===== src/rtl/noc_local_ni.sv =====
// Local network interface between a tile core and its router's L port.
// Latency: tx flit reaches net_data_o/net_enable_o 1 cycle after acceptance; rx flit is visible 1 cycle after the write.
// Backpressure: tx is gated by router credits (tx_ready_o); rx FIFO returns one credit per popped flit, drops on full.
//
// Ports:
//   clk, rst                 clock, asynchronous active-low reset
//   tx_valid_i/dest/payload  core tx request; tx_ready_o accepts it
//   net_data_o/enable_o      flit + write strobe to router input FIFO; net_credit_i returns a slot
//   net_data_i/enable_i      flit + write strobe from router; net_credit_o returns a slot
//   rx_data_o/valid_o        show-ahead head of rx FIFO; rx_ready_i pops it
//   tx_credits_o             current tx credit count
//   overflow_o, misroute_o, credit_err_o   sticky error flags
module noc_local_ni #(
    parameter int XCOORD  = 0,
    parameter int YCOORD  = 0,
    parameter int CREDITS = 4,
    parameter int CW      = $clog2(CREDITS + 1)
) (
    input  logic          clk,
    input  logic          rst,
    input  logic          tx_valid_i,
    input  logic [7:0]    tx_dest_i,
    input  logic [7:0]    tx_payload_i,
    output logic          tx_ready_o,
    output logic [15:0]   net_data_o,
    output logic          net_enable_o,
    input  logic          net_credit_i,
    input  logic [15:0]   net_data_i,
    input  logic          net_enable_i,
    output logic          net_credit_o,
    output logic [15:0]   rx_data_o,
    output logic          rx_valid_o,
    input  logic          rx_ready_i,
    output logic [CW-1:0] tx_credits_o,
    output logic          overflow_o,
    output logic          misroute_o,
    output logic          credit_err_o
);

    // A depth-1 FIFO still needs a 1-bit pointer; it simply never moves.
    localparam int            PW       = (CREDITS > 1) ? $clog2(CREDITS) : 1;
    localparam logic [PW-1:0] LAST_PTR = PW'(CREDITS - 1);
    localparam logic [PW-1:0] PTR_ONE  = PW'(1);
    localparam logic [CW-1:0] MAX_CRED = CW'(CREDITS);
    localparam logic [CW-1:0] CNT_ONE  = CW'(1);
    localparam logic [7:0]    MY_ADDR  = {XCOORD[3:0], YCOORD[3:0]};

    logic [CW-1:0] credits;
    logic [PW-1:0] rd_ptr;
    logic [PW-1:0] wr_ptr;
    logic [CW-1:0] count;
    logic [15:0]   mem [CREDITS];

    logic send;
    logic pop;
    logic full;
    logic wr_acc;

    assign tx_ready_o   = (credits != '0);
    assign tx_credits_o = credits;
    assign send         = tx_valid_i & tx_ready_o;

    assign rx_valid_o   = (count != '0);
    assign full         = (count == MAX_CRED);
    assign pop          = rx_valid_o & rx_ready_i;
    // A full FIFO can still take a write when the head leaves on the same edge.
    assign wr_acc       = net_enable_i & (~full | pop);
    // Gate the head with valid so an empty FIFO always presents zero.
    assign rx_data_o    = rx_valid_o ? mem[rd_ptr] : 16'h0000;

    // Tx path and credit counter
    always_ff @(posedge clk or negedge rst) begin
        if (!rst) begin
            credits      <= MAX_CRED;
            net_data_o   <= 16'h0000;
            net_enable_o <= 1'b0;
            credit_err_o <= 1'b0;
        end else begin
            net_enable_o <= send;
            if (send) begin
                net_data_o <= {tx_payload_i, tx_dest_i};
            end
            case ({send, net_credit_i})
                2'b10: credits <= credits - CNT_ONE;
                2'b01: begin
                    if (credits == MAX_CRED) begin
                        credit_err_o <= 1'b1;
                    end else begin
                        credits <= credits + CNT_ONE;
                    end
                end
                default: ;
            endcase
        end
    end

    // Rx FIFO control
    always_ff @(posedge clk or negedge rst) begin
        if (!rst) begin
            rd_ptr       <= '0;
            wr_ptr       <= '0;
            count        <= '0;
            net_credit_o <= 1'b0;
            overflow_o   <= 1'b0;
            misroute_o   <= 1'b0;
        end else begin
            net_credit_o <= pop;
            if (pop) begin
                rd_ptr <= (rd_ptr == LAST_PTR) ? '0 : rd_ptr + PTR_ONE;
            end
            if (wr_acc) begin
                wr_ptr <= (wr_ptr == LAST_PTR) ? '0 : wr_ptr + PTR_ONE;
                if (net_data_i[7:0] != MY_ADDR) begin
                    misroute_o <= 1'b1;
                end
            end
            if (net_enable_i & ~wr_acc) begin
                overflow_o <= 1'b1;
            end
            case ({wr_acc, pop})
                2'b10:   count <= count + CNT_ONE;
                2'b01:   count <= count - CNT_ONE;
                default: ;
            endcase
        end
    end

    // Storage needs no reset: reads are masked by rx_valid_o.
    always_ff @(posedge clk) begin
        if (wr_acc) begin
            mem[wr_ptr] <= net_data_i;
        end
    end

endmodule


===== config.mk =====
export PLATFORM = sky130hd
export DESIGN_NAME = noc_local_ni
export DESIGN_NICKNAME = d
export VERILOG_FILES = /design/src/rtl/noc_local_ni.sv
export SDC_FILE = /design/constraint.sdc
export NUM_CORES = 1
export LEC_CHECK = 0
export ABC_AREA = 1
export CAP_MARGIN = 20
export CORE_ASPECT_RATIO = 1.25
export CORE_MARGIN = 1
export CORE_UTILIZATION = 51
export DETAILED_ROUTE_END_ITERATION = 8
export PLACE_DENSITY = 0.79
export SLEW_MARGIN = 20
export SYNTH_ARGS = -nofsm -noshare
export SYNTH_HDL_FRONTEND = slang
export SYNTH_SLANG_ARGS = --single-unit

===== constraint.sdc =====
create_clock -name clk -period 2.5 [get_ports clk]
set_input_delay 0.75 -clock clk [delete_from_list [all_inputs] [get_ports clk]]
set_output_delay 0.75 -clock clk [all_outputs]
set_load 0.01 [all_outputs]

==> out/qor.csv <==
metric,value,unit
die_y,99.90,µm
reg2regPathDepth,9,
grt_setup_unrepaired,false,
worstPathArrival,1.66,ns
post_drt_wl_per_cell,14.89,µm
peakVddDrop,573.7,µV
p_total,5746,µW
max_cap_violations,0,
area_growth,30.37,%
required,1.75,ns
antenna_found_initial,0,
grt-ovfl-total,0,
timing.final.max_slew_violations,0,
ys_seq_area_share,69.02,%
avgViaCountPerCell,5.159,
start_util,52.83,%
hold_path_end,misroute_o$_DFFE_PN0P_,
fin_area,5097,µm²
yosys_warnings,0,
cts.path.max_buffers,2,
grt_max_degree,32,
cts-root-buf,clkbuf_8,
crit_type,register to output port,
period_needed,2.406,ns
fin_crit_sh,96.23,%
tightest_slew,0.3940,ns
tns,0,ns
wirelength,8070,µm
drt_first_pass_iters,4,
outcome,completed,
crit_path_end_kind,output port,
vias,2796,
grt_pass1_vias,2826,
synthArstFlopShare,32.63,%
rows,35,
grt_usage,21.95,%
fmax,415.7,MHz
clk_latency,0.36,ns
power.density,1127,nW/µm²
netlist_top_cells_area,"edfxtp_1 (49%), dfrtp_1 (19%), nor2_1 (7.1%), nand2_1 (6.4%), o21ai_0 (4.0%)",
core,7401,µm²
slew_headroom,73.73,%
dpl_cell_area,4921,µm²
worstHoldPathCells,2,
io_pins,80,
worstPathMaxFanout,17,
die_x,80.32,µm
reg2reg_to,tx_credits_o[2]$_DFFE_PN1P_,
nNetsFinal,490,
netlist_area,3910,µm²
rr_startpoint,tx_credits_o[0]$_DFFE_PN0P_,
ys_ff_latch,95,
clkSinkCount,95,
grt_pass1_wl,13050,µm
slowest_delay,0.46,ns
antenna_cells,0,
p_leak,0.002073,µW
htree_levels,3,
min-delay-start,misroute_o$_DFFE_PN0P_,
cts_tree,built,
cts_buffers,9,
worstPathCellList,"inv_2, buf_12, o21ai_0, a21oi_1, dlygate4sd2_1",
drcViolationCount,0,
skew,0.01295,ns
synth_top_area_cell,edfxtp_1,
synth-edff-count,64,
drive_gt1_share,11.11,%
io_buffers,79,
synth_flop_cell,edfxtp_1,
ff2ff_setup_slack,0.76,ns
synth_cell_types,26,
place.gp.congestion,0.7341,
hold_path.class,register to register,
finalSetupViolations,0,
initialDrtViolationCount,144,
hold_viol_final,0,
synth_top_area_share,49.15,%
cp_slowest_cell,dfrtp_2,
path_clk_slew,0.09,ns
die_area,8023,µm²
hold_ws,0.4711,ns
synthCells,351,
ant_nets,0,
worstSetupStartpointType,register,
syn_nets,396,
dp_hpwl,5536,µm
avgSynthCellArea,11.14,µm²
## synthesized netlist by cell type, types with 3 or more instances
cell and instances:
nand2_2 3, buf_2 8, inv_2 3, inv_1 16, nand2_1 67, nand3_1 6
o21ai_0 31, ha_1 5, edfxtp_1 64, a21oi_1 20, nor2_1 74, o21ai_1 3
clkbuf_1 3, dfrtp_1 30
## logic make-up (layout without fill, tap and decap cells)
family	Yosys count	count (layout)	share of synthesized area, %
compound gates	56	56	7.296
xor+xnor	2	2	0.4481
fa+ha+maj	7	7	2.624
buf+inv	33	132	3.936
flops	95	95	69.02
simple gates	158	158	16.67
## cell type report
type                       count  area (µm²)
timing repair buffer          97       980.9
fill                         558        2303
multi-input combinational    223        1062
clock buffer                  11       131.4
inverter                      19       73.82
clock inverter                 5       32.53
sequential                    95        2701
tap                           92       115.1
## report_power, final
part / switching [µW] / total [µW] / internal, µW
clock network: 524 / 885 / 361
registers: 210 / 2330 / 2120
logic: 1360 / 2530 / 1170
## metrics by stage
stage	std cells	util [%]	worst slack, ns
2_1_floorplan	351	-	0.3645
3_3_place_gp	523	66.49	0.1682
3_5_place_dp	523	66.49	0.09044
4_1_cts	542	69.01	0.04265
5_1_grt	542	68.88	0.008476
6_report	542	68.88	0.09428
## metal layers
| layer | up-vias | track usage, % | share of wire, % |
|---|---|---|---|
| met1 | 1324 | 26.28 | 42 |
| met3 | 13 | 6.636 | 6.6 |
| li1 | 1355 | - | - |
| met5 | - | 0 | 0 |
| met2 | 104 | 36.69 | 50 |
| met4 | 0 | 9.341 | 1.7 |
## placed cells by master, fill, tap and decap left out, drive strengths merged
cell type and n:
buf 18, nor4 2, dfrtp 30, nor2 74, clkinvlp 2, fa 2
o21bai 2, nand4 1, nand3 7, a21oi 20, ha 5, edfxtp 64
dfstp 1, nand2 72, xor2 2, o21ai 34, nand3b 2, clkinv 2
inv 20, dlygate4sd2 12, clkbuf 15, clkdlybuf4s50 63
## flip-flops by register name, indices dropped and copies added, names as in the netlist
signal and flops:
net_data_o 16, count 3, wr_ptr 2, net_enable_o 1, net_credit_o 1, misroute_o 1, rd_ptr 2, tx_credits_o 3
mem 64, overflow_o 1, credit_err_o 1
## worst max-delay path by stage
stage / start / endpoint / cells past startpoint
2_1_floorplan: rx_ready_i / mem[0][0]$_DFFE_PP_ / 4
3_3_place_gp: rd_ptr[0]$_DFFE_PN0P_ / rx_data_o[1] / 6
3_5_place_dp: rd_ptr[0]$_DFFE_PN0P_ / rx_data_o[5] / 6
4_1_cts: rd_ptr[0]$_DFFE_PN0P_ / rx_data_o[3] / 7
5_1_grt: rd_ptr[0]$_DFFE_PN0P_ / rx_data_o[13] / 6
6_report: rd_ptr[0]$_DFFE_PN0P_ / rx_data_o[1] / 5
## critical path, delay by kind of cell, from the launching register on
| kind | cells | cell delay [ns] |
|---|---|---|
| AOI/OAI and AO/OA | 2 | 0.28 |
| buffers and inverters | 3 | 0.56 |
| DFF | 1 | 0.46 |
## timing repair
action / CTS / global route
gates cloned: 0 / 0
setup buffers: 3 / 0
pin swaps: 0 / 1
gates resized for setup: 24 / 10
hold buffers: 0 / 0
setup endpoints to repair: 16 / 15
No activity file was read; power rests on OpenSTA's default activity.
